--- src/rtl/m_pkg.sv ---
// Shared types, decode constants and operand helpers for the iterative M-extension unit.
package m_pkg;

  typedef enum logic [1:0] {
    IDLE = 2'd0,
    MUL  = 2'd1,
    DIV  = 2'd2,
    DONE = 2'd3
  } state_t;

  localparam logic [6:0] OPCODE_OP     = 7'b0110011;
  localparam logic [6:0] FUNCT7_MULDIV = 7'b0000001;

  localparam logic [2:0] F3_MUL    = 3'd0;
  localparam logic [2:0] F3_MULH   = 3'd1;
  localparam logic [2:0] F3_MULHSU = 3'd2;
  localparam logic [2:0] F3_MULHU  = 3'd3;
  localparam logic [2:0] F3_DIV    = 3'd4;
  localparam logic [2:0] F3_DIVU   = 3'd5;
  localparam logic [2:0] F3_REM    = 3'd6;
  localparam logic [2:0] F3_REMU   = 3'd7;

  function automatic logic is_mul(input logic [2:0] f3);
    return !f3[2];
  endfunction

  // op_b selects rs2 (1) or rs1 (0); MULHSU treats only rs1 as signed.
  function automatic logic is_signed(input logic [2:0] f3, input logic op_b);
    case (f3)
      F3_MULH, F3_DIV, F3_REM: return 1'b1;
      F3_MULHSU:               return !op_b;
      default:                 return 1'b0;
    endcase
  endfunction

endpackage

--- src/rtl/m_div_core.sv ---
// Restoring unsigned divider, one quotient bit per cycle; done flags the final iteration.
module m_div_core import m_pkg::*; #(
  parameter int XLEN = 32
) (
  input  logic            clk,
  input  logic            reset,
  input  logic            start,
  input  logic            abort,
  input  logic [XLEN-1:0] dividend,
  input  logic [XLEN-1:0] divisor,
  output logic [XLEN-1:0] quotient,
  output logic [XLEN-1:0] remainder,
  output logic            done
);

  localparam int CW = $clog2(XLEN);

  logic [XLEN-1:0] quo_q, rem_q, div_q;
  logic [CW-1:0]   cnt_q;
  logic            run_q;
  logic [XLEN:0]   rem_sh, diff;
  logic            ge;

  // The dividend shifts out of quo_q while quotient bits shift in from the bottom.
  assign rem_sh    = {rem_q, quo_q[XLEN-1]};
  assign diff      = rem_sh - {1'b0, div_q};
  assign ge        = !diff[XLEN];
  assign done      = run_q && (cnt_q == CW'(XLEN-1));
  assign quotient  = quo_q;
  assign remainder = rem_q;

  always_ff @(posedge clk) begin
    if (reset) begin
      quo_q <= '0;
      rem_q <= '0;
      div_q <= '0;
      cnt_q <= '0;
      run_q <= 1'b0;
    end else if (start) begin
      quo_q <= dividend;
      rem_q <= '0;
      div_q <= divisor;
      cnt_q <= '0;
      run_q <= 1'b1;
    end else if (abort) begin
      run_q <= 1'b0;
    end else if (run_q) begin
      quo_q <= {quo_q[XLEN-2:0], ge};
      rem_q <= ge ? diff[XLEN-1:0] : rem_sh[XLEN-1:0];
      cnt_q <= cnt_q + 1'b1;
      if (done) run_q <= 1'b0;
    end
  end

endmodule

--- src/rtl/m_iter_unit.sv ---
// Iterative RV32M/RV64M PCPI co-processor: shift-add multiplier inline, restoring divider in m_div_core.
module m_iter_unit import m_pkg::*; #(
  parameter int XLEN     = 32,
  parameter int MUL_STEP = 1
) (
  input  logic            clk,
  input  logic            reset,
  input  logic            pcpi_valid,
  input  logic [31:0]     pcpi_insn,
  input  logic [XLEN-1:0] pcpi_rs1,
  input  logic [XLEN-1:0] pcpi_rs2,
  output logic            pcpi_wr,
  output logic [XLEN-1:0] pcpi_rd,
  output logic            pcpi_wait,
  output logic            pcpi_ready,
  output logic            pcpi_busy
);

  // Handshake: pcpi_valid is held by the CPU until pcpi_ready; ready/wr pulse for exactly
  // one cycle with pcpi_rd; dropping valid while iterating abandons the operation silently.

  localparam int N  = XLEN / MUL_STEP;
  localparam int CW = $clog2(XLEN);

  state_t state, state_nxt;

  logic [2:0]          f3_in, f3_q;
  logic                is_m, accept, sa, sb, div_zero, div_ovf, special;
  logic [XLEN-1:0]     mag_a, mag_b, spec_val;
  logic [XLEN-1:0]     a_q, b_q, spec_q, rd_q, result;
  logic [2*XLEN-1:0]   acc_q, prod_fix;
  logic [CW-1:0]       cnt_q;
  logic                neg_q, special_q;
  logic [XLEN+MUL_STEP-1:0]   partial;
  logic [2*XLEN+MUL_STEP-1:0] mul_sum;
  logic [XLEN-1:0]     quo, rem, q_fix, r_fix;
  logic                div_start, div_done, div_abort;
  logic                unused_bits;

  assign f3_in  = pcpi_insn[14:12];
  assign is_m   = (pcpi_insn[6:0] == OPCODE_OP) && (pcpi_insn[31:25] == FUNCT7_MULDIV);
  assign accept = (state == IDLE) && pcpi_valid && is_m;

  assign sa    = is_signed(f3_in, 1'b0) && pcpi_rs1[XLEN-1];
  assign sb    = is_signed(f3_in, 1'b1) && pcpi_rs2[XLEN-1];
  assign mag_a = sa ? -pcpi_rs1 : pcpi_rs1;
  assign mag_b = sb ? -pcpi_rs2 : pcpi_rs2;

  assign div_zero = (pcpi_rs2 == '0);
  assign div_ovf  = is_signed(f3_in, 1'b1) && (pcpi_rs1 == {1'b1, {(XLEN-1){1'b0}}})
                    && (pcpi_rs2 == '1);
  assign special  = !is_mul(f3_in) && (div_zero || div_ovf);
  // f3_in[1] distinguishes REM/REMU from DIV/DIVU.
  assign spec_val = div_zero ? (f3_in[1] ? pcpi_rs1 : '1) : (f3_in[1] ? '0 : pcpi_rs1);

  // Right-shifting accumulator: each slice product enters at bit XLEN, then everything shifts down.
  assign partial = {{MUL_STEP{1'b0}}, a_q} * {{XLEN{1'b0}}, b_q[MUL_STEP-1:0]};
  assign mul_sum = {{MUL_STEP{1'b0}}, acc_q} + {partial, {XLEN{1'b0}}};

  assign div_start = accept && !is_mul(f3_in) && !special;
  assign div_abort = (state == DIV) && !pcpi_valid;

  m_div_core #(.XLEN(XLEN)) u_div (
    .clk       (clk),
    .reset     (reset),
    .start     (div_start),
    .abort     (div_abort),
    .dividend  (mag_a),
    .divisor   (mag_b),
    .quotient  (quo),
    .remainder (rem),
    .done      (div_done)
  );

  always_comb begin
    state_nxt = state;
    case (state)
      IDLE: if (accept) state_nxt = is_mul(f3_in) ? MUL : (special ? DONE : DIV);
      MUL:  if (!pcpi_valid) state_nxt = IDLE;
            else if (cnt_q == CW'(N-1)) state_nxt = DONE;
      DIV:  if (!pcpi_valid) state_nxt = IDLE;
            else if (div_done) state_nxt = DONE;
      DONE: state_nxt = IDLE;
      default: state_nxt = IDLE;
    endcase
  end

  always_comb begin
    prod_fix = neg_q ? -acc_q : acc_q;
    q_fix    = neg_q ? -quo : quo;
    r_fix    = neg_q ? -rem : rem;
    result   = '0;
    if (special_q) begin
      result = spec_q;
    end else begin
      case (f3_q)
        F3_MUL:                       result = prod_fix[XLEN-1:0];
        F3_MULH, F3_MULHSU, F3_MULHU: result = prod_fix[2*XLEN-1:XLEN];
        F3_DIV, F3_DIVU:              result = q_fix;
        default:                      result = r_fix;
      endcase
    end
  end

  always_ff @(posedge clk) begin
    if (reset) begin
      state     <= IDLE;
      f3_q      <= '0;
      a_q       <= '0;
      b_q       <= '0;
      acc_q     <= '0;
      cnt_q     <= '0;
      neg_q     <= 1'b0;
      special_q <= 1'b0;
      spec_q    <= '0;
      rd_q      <= '0;
    end else begin
      state <= state_nxt;
      case (state)
        IDLE: if (accept) begin
          f3_q      <= f3_in;
          a_q       <= mag_a;
          b_q       <= mag_b;
          acc_q     <= '0;
          cnt_q     <= '0;
          neg_q     <= (f3_in[2] && f3_in[1]) ? sa : (sa ^ sb);
          special_q <= special;
          spec_q    <= spec_val;
        end
        MUL: begin
          acc_q <= mul_sum[2*XLEN+MUL_STEP-1:MUL_STEP];
          b_q   <= b_q >> MUL_STEP;
          cnt_q <= cnt_q + 1'b1;
        end
        DONE: rd_q <= result;
        default: ;
      endcase
    end
  end

  assign pcpi_ready = (state == DONE);
  assign pcpi_wr    = (state == DONE);
  assign pcpi_wait  = (state != IDLE);
  assign pcpi_busy  = (state != IDLE);
  assign pcpi_rd    = (state == DONE) ? result : rd_q;

  assign unused_bits = ^{pcpi_insn[24:15], pcpi_insn[11:7], mul_sum[MUL_STEP-1:0]};

endmodule

--- config.mk ---
export PLATFORM = sky130hd
export DESIGN_NAME = m_iter_unit
export DESIGN_NICKNAME = d
export VERILOG_FILES = /design/src/rtl/m_pkg.sv /design/src/rtl/m_div_core.sv /design/src/rtl/m_iter_unit.sv
export SDC_FILE = /design/constraint.sdc
export NUM_CORES = 1
export LEC_CHECK = 0
export BUFFER_PORTS_ARGS = -buffer_cell sky130_fd_sc_hd__clkbuf_2
export CAP_MARGIN = 20
export CORE_MARGIN = 2
export CORE_UTILIZATION = 35
export CTS_CLUSTER_SIZE = 16
export DETAILED_ROUTE_END_ITERATION = 8
export PLACE_DENSITY = 0.5
export SKIP_LAST_GASP = 1
export SYNTH_ARGS = -nofsm -noshare
export SYNTH_HDL_FRONTEND = slang
export SYNTH_SLANG_ARGS = --single-unit
--- constraint.sdc ---
create_clock -name clk -period 8.45 [get_ports clk]
set_input_delay 2.1125 -clock clk [delete_from_list [all_inputs] [get_ports clk]]
set_output_delay 2.1125 -clock clk [all_outputs]
set_load 0.05 [all_outputs]
==> qor.log, run 1 <==
INFO  timing         period_needed=6.92ns
INFO  cells_and_area net_count_of_the_finished_layout=2979
INFO  yosys          synth.yosys.seq_area_share=29.5%
INFO  worst_hold_path holdCritStartpoint=b_q[23]
INFO  yosys          postSynthNetCount=2985
INFO  power_and_ir_drop intPower=2.69mW
INFO  clock_tree     clk_transition_reported_paths=0.06ns
INFO  timing         finalSetupViolCount=0
INFO  critical_path  setup_crit_end_kind=primary output
INFO  global_route   grt_start_max_net_pins=113
INFO  cells_and_area fillCellCount=6140
INFO  place          hpwlAfterDp=59800um
INFO  critical_path  crit_type=reg -> out
INFO  timing         setup_tns=0ns
INFO  critical_path  cpMaxStageDelayCell=sky130_fd_sc_hd__a211oi_1
INFO  global_route   antenna_found_initial=5
INFO  power_and_ir_drop leakage=8.91nW
INFO  global_route   grt_pass1_wl=121000um
INFO  timing         max_slew.worst_pin.slew=1.10ns
INFO  power_and_ir_drop final_total_power=3.81mW
INFO  global_route   global_route_usage_sum=25.9%
INFO  floorplan      top_level_ports=135
INFO  yosys          synth-warning-count=0
INFO  clock_tree     sink_count_of_the_clock_tree=306
INFO  cells_and_area final_common_cell=sky130_fd_sc_hd__nor2_1
INFO  yosys          top_reg_cell_synth=sky130_fd_sc_hd__dfxtp_1
INFO  detailed_routing postRouteAntennaNets=0
INFO  global_route   grt_use_met1=37.2%
INFO  clock_tree     clk_path_buf_depth=3
INFO  power_and_ir_drop seqPwrFrac=39.0%
INFO  power_and_ir_drop power_per_cell_area=164mW/mm2
INFO  detailed_routing dr_total_vias=21000
INFO  run_status     run_status=complete, no violations
INFO  floorplan      floorplan.die.width=248um
INFO  yosys          synth_cells=2805
INFO  cells_and_area area_delta_synth_final=12.4%
INFO  cells_and_area layout-drive-gt1-share=9.01%
INFO  critical_path  cp.required=6.34ns
INFO  worst_hold_path hold_path_class=reg -> reg
INFO  floorplan      die_h=248um
INFO  detailed_routing dr.first_iter.drc_count=2164
INFO  global_route   met3_usage=4.17%
INFO  yosys          syn_area=0.0208mm2
INFO  clock_tree     cts-resized-gates=0
INFO  timing         clock.fmax=144MHz
INFO  timing         fin_worst_hold_slack=0.449ns
INFO  floorplan      floorplan.die_area=0.0613mm2
INFO  critical_path  cp.arrival=4.81ns
INFO  yosys          synth-edff-count=0
INFO  power_and_ir_drop worst_ir_drop_vdd=0.000167V
INFO  critical_path  critical_path.top_delay_family=simple AND/OR/NAND/NOR gates
INFO  power_and_ir_drop pwr-share-comb=13.2%
INFO  detailed_routing detailedRoute.firstPassIterationCount=6
INFO  critical_path  cp_max_fo=7
INFO  cells_and_area final_core_util=39.7%
INFO  yosys          syn-mean-instance-area=7.40um2
INFO  global_route   gr-usage-met2=38.4%
INFO  critical_path  timing.critical_path.cells=or4_1, nor4bb_1, nand4_1, or3_1, or2_1, a211oi_1, nor2_1, clkbuf_2
INFO  detailed_routing detail_route.wl_per_cell=22.4um
INFO  floorplan      core.rowCount=89
INFO  timing         slew_viol_final=0
INFO  clock_tree     cts_root_buffer=sky130_fd_sc_hd__clkbuf_16
INFO  clock_tree     numCtsBuffers=40
INFO  global_route   grt.overflow.total=0
INFO  clock_tree     post_cts_setup_buffers=0
INFO  clock_tree     cts_tree=done
INFO  clock_tree     clk_lat_worst_skew=0.59ns
INFO  yosys          postSynthRegisterBits=306
INFO  detailed_routing finalWirelength=80900um
INFO  flow_run       max_cap_violations=0
INFO  yosys          asyncSetResetFlopFracSynth=0%
INFO  timing         skew=0.0290ns
INFO  place          gp_congestion=0.980
INFO  yosys          distinct_cell_type_count_after_synthesis=75
INFO  detailed_routing drt_drc_violations_left=0
INFO  clock_tree     cts_htree_levels=2
INFO  critical_path  setup.worst_path.start=acc_q[23]
INFO  critical_path  critical_path_source_type=flip-flop
INFO  floorplan      start_util=35.3%
INFO  place          place_worst_setup_slack=2.15ns
INFO  cells_and_area layout.cells.most_common_list=364 x sky130_fd_sc_hd__nor2_1, 305 x sky130_fd_sc_hd__dfxtp_1, 300 x sky130_fd_sc_hd__nand2_1, 198 x sky130_fd_sc_hd__a21oi_1, 183 x sky130_fd_sc_hd__o21ai_0
INFO  timing         finalHoldViolations=0
INFO  critical_path  critical_path.max_stage_delay=0.86ns
INFO  global_route   grt_pass1_vias=19300
INFO  critical_path  critical_path.reg2reg.startpoint=u_div.quotient[31]
INFO  place          port_buffers=119
INFO  power_and_ir_drop netSwitchingFraction=29.4%
INFO  clock_tree     post_cts_hold_buffers=0
INFO  timing         setup_repair_after_global_routing_missed_its_margin=false
INFO  power_and_ir_drop p_sw=1.12mW
INFO  timing         postLayoutSetupSlackWorst=1.53ns
INFO  timing         min_period_over_period=81.9%
INFO  detailed_routing post_detailed_route_via_to_cell_ratio=5.82
INFO  timing         slew_headroom=26.9%
INFO  critical_path  critical_path_buf_inv_count=1
INFO  power_and_ir_drop power.clock.fraction=47.9%
INFO  global_route   highest_utilization_routing_layer_at_the_global_route_stage=met2
INFO  floorplan      core_area=0.0588mm2
-- final timing paths --
| kind | endpoint | slack, ns | cells after the start |
|---|---|---|---|
| min reg2reg | b_q[23] | 0.45 | 2 |
| max reg2reg | u_div.remainder[27] | 3.70 | 14 |
| min | b_q[23] | 0.45 | 2 |
| max | pcpi_rd[28] | 1.53 | 8 |
-- through the flow --
stage,instance area [um2],cells
2_1_floorplan,20800,2805
3_3_place_gp,21900,3528
3_5_place_dp,21900,3528
4_1_cts,23300,3602
5_1_grt,23300,3605
6_report,23300,3605
-- power by group through the flow --
stage	logic (mW)	registers [mW]	clock network, mW
CTS	0.497	1.49	1.86
finish	0.503	1.49	1.83
floorplan	0.320	1.51	0
detailed placement	0.495	1.52	0
global placement	0.491	1.52	0
global route	0.542	1.49	1.92
-- registers in the layout, summed over array words and instances, names as in the netlist --
name and cells:
a_q 32, b_q 32, f3_q 3, u_div.run_q 1, neg_q 1, state 2, spec_q 32, special_q 1
rd_q 32, cnt_q 5, u_div.remainder 32, acc_q 64, u_div.cnt_q 5, u_div.div_q 32, u_div.quotient 32
-- Yosys cell counts, types with 18 or more instances --
cell / number / area [um2]
sky130_fd_sc_hd__a311oi_1: 28 / 245
sky130_fd_sc_hd__dfxtp_1: 306 / 6130
sky130_fd_sc_hd__o21ai_0: 183 / 916
sky130_fd_sc_hd__clkbuf_1: 185 / 694
sky130_fd_sc_hd__nand4_1: 25 / 156
sky130_fd_sc_hd__nand3_1: 32 / 160
sky130_fd_sc_hd__o211ai_1: 26 / 195
sky130_fd_sc_hd__and3_1: 21 / 131
sky130_fd_sc_hd__a22o_1: 18 / 158
sky130_fd_sc_hd__a22oi_1: 56 / 420
sky130_fd_sc_hd__a31oi_1: 23 / 144
sky130_fd_sc_hd__a21oi_1: 200 / 1000
sky130_fd_sc_hd__xnor2_1: 118 / 1030
sky130_fd_sc_hd__or4_1: 23 / 173
sky130_fd_sc_hd__ha_1: 79 / 988
sky130_fd_sc_hd__nor4_1: 24 / 150
sky130_fd_sc_hd__a211oi_1: 124 / 931
sky130_fd_sc_hd__nor2_1: 367 / 1380
sky130_fd_sc_hd__o31ai_1: 36 / 270
sky130_fd_sc_hd__inv_1: 80 / 300
sky130_fd_sc_hd__and2_1: 37 / 231
sky130_fd_sc_hd__nand2b_1: 18 / 113
sky130_fd_sc_hd__nor2b_1: 33 / 206
sky130_fd_sc_hd__or3_1: 34 / 213
sky130_fd_sc_hd__xor2_1: 91 / 797
sky130_fd_sc_hd__nor3_1: 93 / 465
sky130_fd_sc_hd__nand2_1: 300 / 1130
sky130_fd_sc_hd__mux2i_1: 20 / 200
sky130_fd_sc_hd__a221oi_1: 20 / 175
sky130_fd_sc_hd__a21o_1: 45 / 338
-- kinds of logic after synthesis --
logic type | after synthesis | share of synthesized area, %
muxes | 26 | 1.29
and+or+nand+nor | 1043 | 23.1
buffers and inverters | 280 | 5.14
xor gates and xnor gates | 209 | 8.82
DFF | 306 | 29.5
adders and majority gates | 81 | 4.96
AOI/OAI and AO/OA | 860 | 27.2
-- routing by layer --
metal	vias to the layer above	routed length (um)
met1	9987	37700
li1	10100	-
met5	-	12
met3	133	5710
met2	772	34400
met4	2	3140
-- worst register-to-register path, delay by kind of cell, from the launching register on --
| family | cells | cell delay (ns) |
|---|---|---|
| compound gates | 7 | 2.17 |
| fa+ha+maj | 2 | 0.64 |
| xor+xnor | 1 | 0.44 |
| buf+inv | 2 | 0.18 |
| simple gates | 2 | 0.85 |
| flops | 1 | 0.36 |
-- area by class of cell --
| cell class | instances | area, um2 | area share [%] |
|---|---|---|---|
| multi-input combinational | 2219 | 13600 | 58.5 |
| sequential | 306 | 6130 | 26.3 |
| clock buffer | 60 | 1180 | 5.04 |
| tap | 773 | 967 | 4.15 |
| timing repair buffer | 150 | 862 | 3.70 |
| inverter | 82 | 308 | 1.32 |
| clock inverter | 14 | 231 | 0.992 |
| antenna | 1 | 2.50 | 0.0107 |
(Power assumes the default switching activity.)
==> run 2: changes to the inputs <==
- ABC_AREA: unset -> 1
- clock period: 8.45 -> 6.5 ns (I/O delays scaled with it)
==> qor.log, run 2 <==
INFO  run_status     run_status=complete, no violations
INFO  power_and_ir_drop leakage=13.0nW
INFO  timing         slew_headroom=29.4%
INFO  clock_tree     clk_lat_worst_skew=0.59ns
INFO  yosys          syn-mean-instance-area=5.76um2
INFO  cells_and_area final_common_cell=sky130_fd_sc_hd__nand2_1
INFO  yosys          asyncSetResetFlopFracSynth=0%
INFO  detailed_routing post_detailed_route_via_to_cell_ratio=5.29
INFO  clock_tree     cts_htree_levels=2
INFO  timing         finalSetupViolCount=0
INFO  timing         period_needed=5.48ns
INFO  floorplan      die_h=266um
INFO  global_route   grt_pass1_wl=150000um
INFO  clock_tree     cts_root_buffer=sky130_fd_sc_hd__clkbuf_16
INFO  cells_and_area register_area=0.00613mm2
INFO  global_route   grt_start_max_net_pins=155
INFO  detailed_routing finalWirelength=99200um
INFO  yosys          synthTopCellsByArea=sky130_fd_sc_hd__dfxtp_1 25%, sky130_fd_sc_hd__nand2_1 19%, sky130_fd_sc_hd__nor2_1 8.4%
INFO  floorplan      core_area=0.0683mm2
INFO  yosys          syn_area=0.0241mm2
INFO  critical_path  setup_crit_end_kind=primary output
INFO  cells_and_area multi_input_comb_area=0.0156mm2
INFO  power_and_ir_drop final_total_power=4.91mW
INFO  yosys          yosys.area_share.xor_xnor=2.18%
INFO  yosys          muxShareOfSynthArea=0%
INFO  clock_tree     clk_path_buf_depth=3
INFO  global_route   antenna_found_initial=0
INFO  global_route   grt_pass1_vias=24600
INFO  cells_and_area area_delta_synth_final=10.7%
INFO  worst_hold_path hold_path_class=reg -> reg
INFO  critical_path  cp_max_fo=20
INFO  timing         finalHoldViolations=0
INFO  yosys          synth-edff-count=0
INFO  critical_path  critical_path_source_type=flip-flop
INFO  cells_and_area number_of_flip_flops_in_the_largest_register=64
INFO  cells_and_area net_count_of_the_finished_layout=4390
INFO  critical_path  cp.arrival=3.86ns
INFO  yosys          synth-warning-count=0
INFO  yosys          synthDominantAreaCellType=sky130_fd_sc_hd__dfxtp_1
INFO  detailed_routing drt_drc_violations_left=0
INFO  timing         postLayoutSetupSlackWorst=1.02ns
INFO  floorplan      core.rowCount=96
INFO  timing         setup_tns=0ns
INFO  timing         max_slew.worst_pin.slew=1.06ns
INFO  yosys          post_synth_most_frequent_cells=1224 x sky130_fd_sc_hd__nand2_1, 541 x sky130_fd_sc_hd__nor2_1, 442 x sky130_fd_sc_hd__inv_1
INFO  cells_and_area fillCellCount=7641
INFO  cells_and_area layout-drive-gt1-share=6.42%
INFO  place          gp_congestion=0.996
INFO  clock_tree     clk_transition_reported_paths=0.06ns
INFO  cells_and_area diodes=0
INFO  yosys          top_reg_cell_synth=sky130_fd_sc_hd__dfxtp_1
INFO  clock_tree     post_cts_setup_buffers=0
INFO  place          port_buffers=119
INFO  place          hpwlAfterDp=77000um
INFO  clock_tree     cts-resized-gates=0
INFO  yosys          postSynthNetCount=4368
INFO  timing         fin_worst_hold_slack=0.464ns
INFO  floorplan      floorplan.die_area=0.0710mm2
INFO  floorplan      start_util=35.3%
INFO  cells_and_area top_register=acc_q
INFO  detailed_routing detailedRoute.firstPassIterationCount=6
INFO  global_route   global_route_usage_sum=27.4%
INFO  detailed_routing detail_route.wl_per_cell=19.4um
INFO  timing         slew_viol_final=0
INFO  power_and_ir_drop worst_ir_drop_vdd=0.000179V
INFO  timing         setup_repair_after_global_routing_missed_its_margin=false
INFO  clock_tree     sink_count_of_the_clock_tree=306
INFO  detailed_routing dr.first_iter.drc_count=2435
INFO  timing         skew=0.0293ns
INFO  global_route   grt.overflow.total=0
INFO  cells_and_area instances_no_fill=5120
INFO  critical_path  cp.required=4.88ns
INFO  floorplan      floorplan.die.width=266um
INFO  yosys          synth_cells=4188
INFO  detailed_routing postRouteAntennaNets=0
INFO  yosys          main_combinational_cell_family_by_area_after_synthesis=simple AND/OR/NAND/NOR gates
INFO  power_and_ir_drop power_per_cell_area=184mW/mm2
INFO  place          placed_cells_incl_taps=5050
INFO  yosys          post-synth-top-area-fraction=25.4%
INFO  timing         min_period_over_period=84.3%
INFO  yosys          synth_compound_gate_area_share=17.6%
INFO  yosys          yosys.area_share.adder=4.27%
INFO  clock_tree     numCtsBuffers=40
INFO  critical_path  crit_type=reg -> out
INFO  yosys          postSynthRegisterBits=306
INFO  yosys          distinct_cell_type_count_after_synthesis=54
INFO  yosys          synth_simple_gate_area_share=40.5%
INFO  detailed_routing dr_total_vias=27100
INFO  cells_and_area layout.cells.most_common_list=1224 x sky130_fd_sc_hd__nand2_1, 539 x sky130_fd_sc_hd__nor2_1, 442 x sky130_fd_sc_hd__inv_1, 394 x sky130_fd_sc_hd__a21oi_1, 356 x sky130_fd_sc_hd__nand3_1
INFO  place          place_worst_setup_slack=1.46ns
INFO  clock_tree     cts_tree=done
INFO  timing         clock.fmax=182MHz
INFO  yosys          synth_most_common_cell=sky130_fd_sc_hd__nand2_1
INFO  flow_run       max_cap_violations=0
INFO  floorplan      top_level_ports=135
INFO  clock_tree     post_cts_hold_buffers=0
INFO  yosys          synth.yosys.seq_area_share=25.4%
==> run 2: cell count changes in the layout (fill, tap and decap cells not counted), moves of 56 or more <==
cell	change
sky130_fd_sc_hd__a21oi_1	+196
sky130_fd_sc_hd__nand3_1	+324
sky130_fd_sc_hd__inv_1	+362
sky130_fd_sc_hd__xnor2_1	-105
sky130_fd_sc_hd__nor2_1	+175
sky130_fd_sc_hd__a22oi_1	-56
sky130_fd_sc_hd__a211oi_1	-122
sky130_fd_sc_hd__nand2_1	+924
sky130_fd_sc_hd__o21ai_0	+97
==> run 2: through the flow <==
stage,instance area [um2],utilization (%)
global route,26700,39.1
floorplan,24100,-
detailed placement,25300,37.1
CTS,26700,39.1
global placement,25300,37.1
finish,26700,39.1
==> run 2: routing by layer <==
metal,track usage [%],wire [um],vias up
li1,-,-,13700
met1,40.5,47500,12400
met2,40.8,41500,898
met3,4.05,7380,115
met4,8.08,2870,0
met5,0,0,-
==> run 2: logic make-up (layout without fill, tap and decap cells) <==
kind of cell,after synthesis,count (layout)
xor gates and xnor gates,60,60
buffers and inverters,620,670
adders and majority gates,81,81
and+or+nand+nor,2327,2327
AOI/OAI and AO/OA,794,794
DFF,306,306
==> run 2: where the power goes <==
part | switching [mW] | total [mW] | internal [mW]
clock | 0.928 | 2.35 | 1.43
sequential | 0.0209 | 1.93 | 1.91
combinational | 0.463 | 0.623 | 0.160
==> run 2: area by class of cell <==
type	count	area share, %
multi-input combinational	3262	58.3
inverter	454	6.41
timing repair buffer	146	3.06
clock buffer	55	4.26
tap	882	4.13
clock inverter	15	0.886
sequential	306	23.0
==> run 2: critical path, cell delays in order (launching register included) <==
cell and delay, ns:
sky130_fd_sc_hd__dfxtp_1 0.33, sky130_fd_sc_hd__nor2_1 0.17, sky130_fd_sc_hd__nand2_1 0.44, sky130_fd_sc_hd__inv_1 0.80, sky130_fd_sc_hd__o21ai_0 0.20, sky130_fd_sc_hd__a21oi_1 0.46
sky130_fd_sc_hd__nor2_1 0.08, sky130_fd_sc_hd__nand3_1 0.31, sky130_fd_sc_hd__nand2_1 0.12, sky130_fd_sc_hd__nand2_1 0.08, sky130_fd_sc_hd__clkbuf_2 0.27
==> run 2: worst paths after layout <==
| kind | start | endpoint | slack (ns) | cells past startpoint |
|---|---|---|---|---|
| worst max-delay path | f3_q[1] | pcpi_rd[12] | 1.02 | 10 |
| worst min-delay path | a_q[9] | a_q[9] | 0.46 | 2 |
| worst max register to register | state[0] | acc_q[50] | 2.96 | 13 |
| worst min register to register | a_q[9] | a_q[9] | 0.46 | 2 |
